[src/rtl/wb_sequencer_if.sv]
// Issue/writeback handshake bundle between the datapath controller and wb_sequencer.
// Signal names match the sequencer's original port list.
interface wb_sequencer_if;
  logic       start;
  logic [2:0] op_class;
  logic       mem_ready;
  logic       overflow;
  logic       busy;
  logic       done;
  logic [2:0] mux_sel;
  logic       reg_write;
  logic       epc_write;
  logic       exc;
  logic [1:0] exc_cause;

  modport master (
    output start, op_class, mem_ready, overflow,
    input  busy, done, mux_sel, reg_write, epc_write, exc, exc_cause
  );

  modport slave (
    input  start, op_class, mem_ready, overflow,
    output busy, done, mux_sel, reg_write, epc_write, exc, exc_cause
  );
endinterface

[src/rtl/wb_sequencer.sv]
// Multi-cycle writeback sequencer: issues one instruction, waits on memory for loads,
// then pulses either a register writeback or an exception with EPC capture.
module wb_sequencer #(
  parameter int unsigned MEM_WAIT_MAX = 15
) (
  input logic            clk,
  input logic            reset_n,
  wb_sequencer_if.slave  bus
);

  localparam int unsigned CNT_W = (MEM_WAIT_MAX < 1) ? 1 : $clog2(MEM_WAIT_MAX + 1);
  localparam logic [CNT_W-1:0] CNT_MAX = CNT_W'(MEM_WAIT_MAX);

  localparam logic [2:0] CL_LOAD    = 3'd0;
  localparam logic [2:0] CL_ALU     = 3'd1;
  localparam logic [2:0] CL_ALUOUT  = 3'd3;
  localparam logic [2:0] CL_NO_WB   = 3'd6;
  localparam logic [2:0] CL_ILLEGAL = 3'd7;

  localparam logic [1:0] CAUSE_NONE     = 2'd0;
  localparam logic [1:0] CAUSE_OVERFLOW = 2'd1;
  localparam logic [1:0] CAUSE_ILLEGAL  = 2'd2;
  localparam logic [1:0] CAUSE_TIMEOUT  = 2'd3;

  typedef enum logic [2:0] {
    S_IDLE,
    S_EXEC,
    S_MEM_WAIT,
    S_WB,
    S_EXC
  } state_e;

  state_e           state_q,     state_d;
  logic [2:0]       class_q,     class_d;
  logic [1:0]       cause_q,     cause_d;
  logic [CNT_W-1:0] cnt_q,       cnt_d;
  logic             busy_q,      busy_d;
  logic             done_q,      done_d;
  logic [2:0]       mux_sel_q,   mux_sel_d;
  logic             reg_write_q, reg_write_d;
  logic             epc_write_q, epc_write_d;
  logic             exc_q,       exc_d;

  always_comb begin
    state_d = state_q;
    class_d = class_q;
    cause_d = cause_q;
    cnt_d   = cnt_q;

    case (state_q)
      S_IDLE: begin
        if (bus.start) begin
          class_d = bus.op_class;
          if (bus.op_class == CL_ILLEGAL) begin
            cause_d = CAUSE_ILLEGAL;
            state_d = S_EXC;
          end else begin
            cause_d = CAUSE_NONE;
            state_d = S_EXEC;
          end
        end
      end
      S_EXEC: begin
        if (bus.overflow && (class_q == CL_ALU || class_q == CL_ALUOUT)) begin
          cause_d = CAUSE_OVERFLOW;
          state_d = S_EXC;
        end else if (class_q == CL_LOAD) begin
          cnt_d   = '0;
          state_d = S_MEM_WAIT;
        end else if (class_q == CL_NO_WB) begin
          state_d = S_IDLE;
        end else begin
          state_d = S_WB;
        end
      end
      S_MEM_WAIT: begin
        // Data arriving on the final allowed cycle still wins over the timeout.
        if (bus.mem_ready) begin
          state_d = S_WB;
        end else if (cnt_q == CNT_MAX) begin
          cause_d = CAUSE_TIMEOUT;
          state_d = S_EXC;
        end else begin
          cnt_d = cnt_q + CNT_W'(1);
        end
      end
      S_WB:    state_d = S_IDLE;
      S_EXC:   state_d = S_IDLE;
      default: state_d = S_IDLE;
    endcase
  end

  // Outputs are decoded from the next state so they register in step with it,
  // giving Moore behaviour without a combinational path to the ports.
  always_comb begin
    busy_d      = (state_d != S_IDLE);
    done_d      = (state_d == S_WB) || (state_d == S_EXEC && class_d == CL_NO_WB);
    mux_sel_d   = (state_d == S_WB) ? class_d : '0;
    reg_write_d = (state_d == S_WB);
    epc_write_d = (state_d == S_EXC);
    exc_d       = (state_d == S_EXC);
  end

  always_ff @(posedge clk or negedge reset_n) begin
    if (!reset_n) begin
      state_q     <= S_IDLE;
      class_q     <= '0;
      cause_q     <= '0;
      cnt_q       <= '0;
      busy_q      <= 1'b0;
      done_q      <= 1'b0;
      mux_sel_q   <= '0;
      reg_write_q <= 1'b0;
      epc_write_q <= 1'b0;
      exc_q       <= 1'b0;
    end else begin
      state_q     <= state_d;
      class_q     <= class_d;
      cause_q     <= cause_d;
      cnt_q       <= cnt_d;
      busy_q      <= busy_d;
      done_q      <= done_d;
      mux_sel_q   <= mux_sel_d;
      reg_write_q <= reg_write_d;
      epc_write_q <= epc_write_d;
      exc_q       <= exc_d;
    end
  end

  assign bus.busy      = busy_q;
  assign bus.done      = done_q;
  assign bus.mux_sel   = mux_sel_q;
  assign bus.reg_write = reg_write_q;
  assign bus.epc_write = epc_write_q;
  assign bus.exc       = exc_q;
  assign bus.exc_cause = cause_q;

endmodule

[src/flat_wrapper.sv]
// flat-port wrapper written by rule: the top's interface ports become plain ports
module wb_sequencer_flat 
#(
  parameter int unsigned MEM_WAIT_MAX = 15
)
  (clk, reset_n, bus_start, bus_op_class, bus_mem_ready, bus_overflow, bus_busy, bus_done, bus_mux_sel, bus_reg_write, bus_epc_write, bus_exc, bus_exc_cause);
  wb_sequencer_if bus_i ();
  input logic clk;
  input logic reset_n;
  input wire logic [$bits(bus_i.start)-1:0] bus_start;
  input wire logic [$bits(bus_i.op_class)-1:0] bus_op_class;
  input wire logic [$bits(bus_i.mem_ready)-1:0] bus_mem_ready;
  input wire logic [$bits(bus_i.overflow)-1:0] bus_overflow;
  output wire logic [$bits(bus_i.busy)-1:0] bus_busy;
  output wire logic [$bits(bus_i.done)-1:0] bus_done;
  output wire logic [$bits(bus_i.mux_sel)-1:0] bus_mux_sel;
  output wire logic [$bits(bus_i.reg_write)-1:0] bus_reg_write;
  output wire logic [$bits(bus_i.epc_write)-1:0] bus_epc_write;
  output wire logic [$bits(bus_i.exc)-1:0] bus_exc;
  output wire logic [$bits(bus_i.exc_cause)-1:0] bus_exc_cause;
  assign bus_i.start = bus_start;
  assign bus_i.op_class = bus_op_class;
  assign bus_i.mem_ready = bus_mem_ready;
  assign bus_i.overflow = bus_overflow;
  assign bus_busy = bus_i.busy;
  assign bus_done = bus_i.done;
  assign bus_mux_sel = bus_i.mux_sel;
  assign bus_reg_write = bus_i.reg_write;
  assign bus_epc_write = bus_i.epc_write;
  assign bus_exc = bus_i.exc;
  assign bus_exc_cause = bus_i.exc_cause;
  wb_sequencer #(.MEM_WAIT_MAX(MEM_WAIT_MAX)) u_core (.clk(clk), .reset_n(reset_n), .bus(bus_i));
endmodule
[config.mk]
export PLATFORM = sky130hd
export DESIGN_NAME = wb_sequencer_flat
export DESIGN_NICKNAME = d
export VERILOG_FILES = /design/src/rtl/wb_sequencer_if.sv /design/src/rtl/wb_sequencer.sv /design/src/flat_wrapper.sv
export SDC_FILE = /design/constraint.sdc
export NUM_CORES = 1
export LEC_CHECK = 0
export ABC_AREA = 1
export BUFFER_PORTS_ARGS = -buffer_cell sky130_fd_sc_hd__buf_2
export CAP_MARGIN = 20
export CELL_PAD_IN_SITES_DETAIL_PLACEMENT = 1
export CELL_PAD_IN_SITES_GLOBAL_PLACEMENT = 1
export CORE_MARGIN = 5
export CORE_UTILIZATION = 40
export DETAILED_ROUTE_END_ITERATION = 8
export GPL_ROUTABILITY_DRIVEN = 0
export PLACE_DENSITY_LB_ADDON = 0.15
export SLEW_MARGIN = 20
export SYNTH_ARGS = -nofsm -noshare
export SYNTH_HDL_FRONTEND = slang
export SYNTH_SLANG_ARGS = --single-unit
[constraint.sdc]
create_clock -name clk -period 1.85 [get_ports clk]
set_input_delay 0.185 -clock clk [delete_from_list [all_inputs] [get_ports clk]]
set_output_delay 0.185 -clock clk [all_outputs]
set_load 0.01 [all_outputs]
==> metrics.txt <==
outcome=finished clean; share of cells above drive strength 1=25.17%; startpoint types=register; Port Buffers=17; Ports=18; CTS max path bufs=2; TritonCTS clock tree=done; Total GRT Usage=14.75%; worst hold path type=in2reg; setup violators final=0; Synth area leaders=dfrtp_1 (47%), nand2_1 (14%), inv_1 (7.7%); Die Ht=60.55 um; GRT overflow=0; Slew @ Worst Pin=413.2 ps; row cnt=18; post-synthesis sequential area ratio=46.51%; via count=868; Tot Pwr=1.791 mW; TritonCTS Sinks=19; first-pass GRT wire length=3981 um; total wire length=2252 um; Layout Nets=161; Detailed Routing Iterations Pass 1=4; WL/cell=12.44 um; CP arrival=1550 ps; Num CTS Buffers=3; Starting Density=41.64%; Yosys cell types=21; Post-Syn Area=0.001022 mm2; die width=60.55 um; Clock transition at path regs=110 ps; core area=0.002455 mm2; Max Cap Viol=0; H-tree levels=1; number of synthesized register bits=19; CP Class=reg2reg; Root Buffer=clkbuf_4; clk_lat worst skew=290 ps; clk_skew=9.774 ps; setup TNS=0 ps; worst vdd rail ir drop=663.2 uV; setup bufs post-CTS=0; PwrDens=1526 mW/mm2; fmax=734.0 MHz; warnings from Yosys=0; area grow syn2layout=14.81%; Iter 0 DRT Violations=19; Final Max Slew Viols=0; Slew headroom=72.45%; largest area contributor in the netlist=dfrtp_1; post-synth top area share=46.51%; worst reg2reg setup slack=490 ps; vias per inst=4.796; dpl hpwl=1886 um; DRC=0; initial antenna violation count=0; RSZ-0062 raised after global routing=false; leakage=0.7185 nW; remaining antenna violation count=0; vias in the first global route=924; required time of the critical path=2040 ps; critical path fanouts, max=6; CP endpoint kind=register; min Tclk post-route=1362 ps; antenna cells=0; Final Hold Vio Count=0; Tcrit/Tclk final=73.64%; net count after synthesis=139; die area=0.003666 mm2; synthesized instance count=130; largest net degree at the start of global routing=20; synthesized area per cell=7.863 um2
==> cells in the mapped netlist <==
library cell,number
a21oi_2,1
a31oi_1,1
buf_4,1
dfrtp_1,19
ha_1,1
inv_1,21
inv_2,3
inv_4,1
nand2_1,37
nand2_2,3
nand2_4,3
nand3_1,11
nand3_4,1
nand4_1,3
nor2_1,11
nor2_2,2
nor2_4,2
nor3_1,1
o21ai_0,5
o21ai_2,2
xor2_1,1
==> layout by cell type (no fill, tap or decap), drive strengths merged <==
cell | Yosys | routed
o21ai | 7 | 7
ha | 1 | 1
xor2 | 1 | 1
nor2 | 15 | 15
nand4 | 3 | 3
a21oi | 1 | 1
buf | 1 | 17
dlygate4sd3 | 0 | 1
nand3 | 12 | 12
nand2 | 43 | 43
inv | 25 | 25
nor3 | 1 | 1
dfrtp | 19 | 19
clkbuf | 0 | 4
a31oi | 1 | 1
==> stage by stage <==
| stage | utilization, % | hold WS (ps) | std cells | area [um2] | setup slack [ps] |
|---|---|---|---|---|---|
| after floorplan | - | -110.6 | 130 | 1022 | 641.9 |
| after global placement | 46.33 | 139.4 | 176 | 1137 | 526.0 |
| after detailed placement | 46.33 | 142.6 | 176 | 1137 | 497.7 |
| after CTS | 47.81 | 232.7 | 181 | 1174 | 479.9 |
| after global routing | 47.81 | 226.4 | 181 | 1174 | 386.4 |
| final | 47.81 | 230.6 | 181 | 1174 | 487.7 |
==> worst max-delay path, cell delays in order (launching register included) <==
cell     delay, ps
dfrtp_1        460
nor2_4         230
nand2_4        110
nand2_2        110
nand2_4         70
o21ai_0        190
nand2_1         80
==> sequential cells by signal, summed over array words and instances (netlist names) <==
register,count
u_core.cnt_q,4
u_core.bus.mux_sel,3
u_core.class_q,3
u_core.state_q,3
u_core.bus.exc_cause,2
u_core.bus.busy,1
u_core.bus.done,1
u_core.bus.epc_write,1
u_core.bus.reg_write,1
==> power by group <==
| group | internal (mW) | switching [mW] | leakage [nW] |
|---|---|---|---|
| clock | 0.0838 | 0.121 | 0.0150 |
| sequential | 0.558 | 0.0976 | 0.248 |
| combinational | 0.309 | 0.622 | 0.455 |
==> cells by family after synthesis <==
logic type,share of synthesized area (%)
and+or+nand+nor,35.62
buffers and inverters,10.16
DFF,46.51
AOI/OAI and AO/OA,5.631
xor gates and xnor gates,0.8569
adders and majority gates,1.224
==> final timing paths <==
path / end / startpoint / cells after the start
setup / recovery: u_core.cnt_q[1] / u_core.state_q[0] / 6
hold / removal: u_core.state_q[1] / bus_mem_ready / 3
setup reg to reg: u_core.cnt_q[1] / u_core.state_q[0] / 6
hold reg to reg: u_core.bus.exc_cause[0] / u_core.bus.exc_cause[0] / 2
max in group asynchronous: u_core.class_q[2] / reset_n / 2
min in group asynchronous: u_core.cnt_q[1] / reset_n / 2
==> repair_timing <==
| action | CTS | global route |
|---|---|---|
| gates resized for setup | 0 | 0 |
| hold endpoints to repair | 19 | 0 |
| hold buffers | 1 | 0 |
==> layout make-up <==
cell class / instances / area (um2)
Inverter: 25 / 96.34
Tap cell: 30 / 37.54
Timing Repair Buffer: 18 / 95.09
Fill cell: 331 / 1281
Multi-Input combinational cell: 85 / 442.9
Clock buffer: 4 / 26.28
Sequential cell: 19 / 475.5
==> routing by layer <==
metal  track usage [%]  part of all wire, %  wire length (um)  vias up
met3             3.191                  3.5                78        2
met5                 0                    0                 0        -
met4             5.573                 0.71                16        0
li1                  -                    -                 -      440
met2             26.08                   52              1164       11
met1             17.53                   44               993      415
No activity file was read; power rests on OpenSTA's default activity.
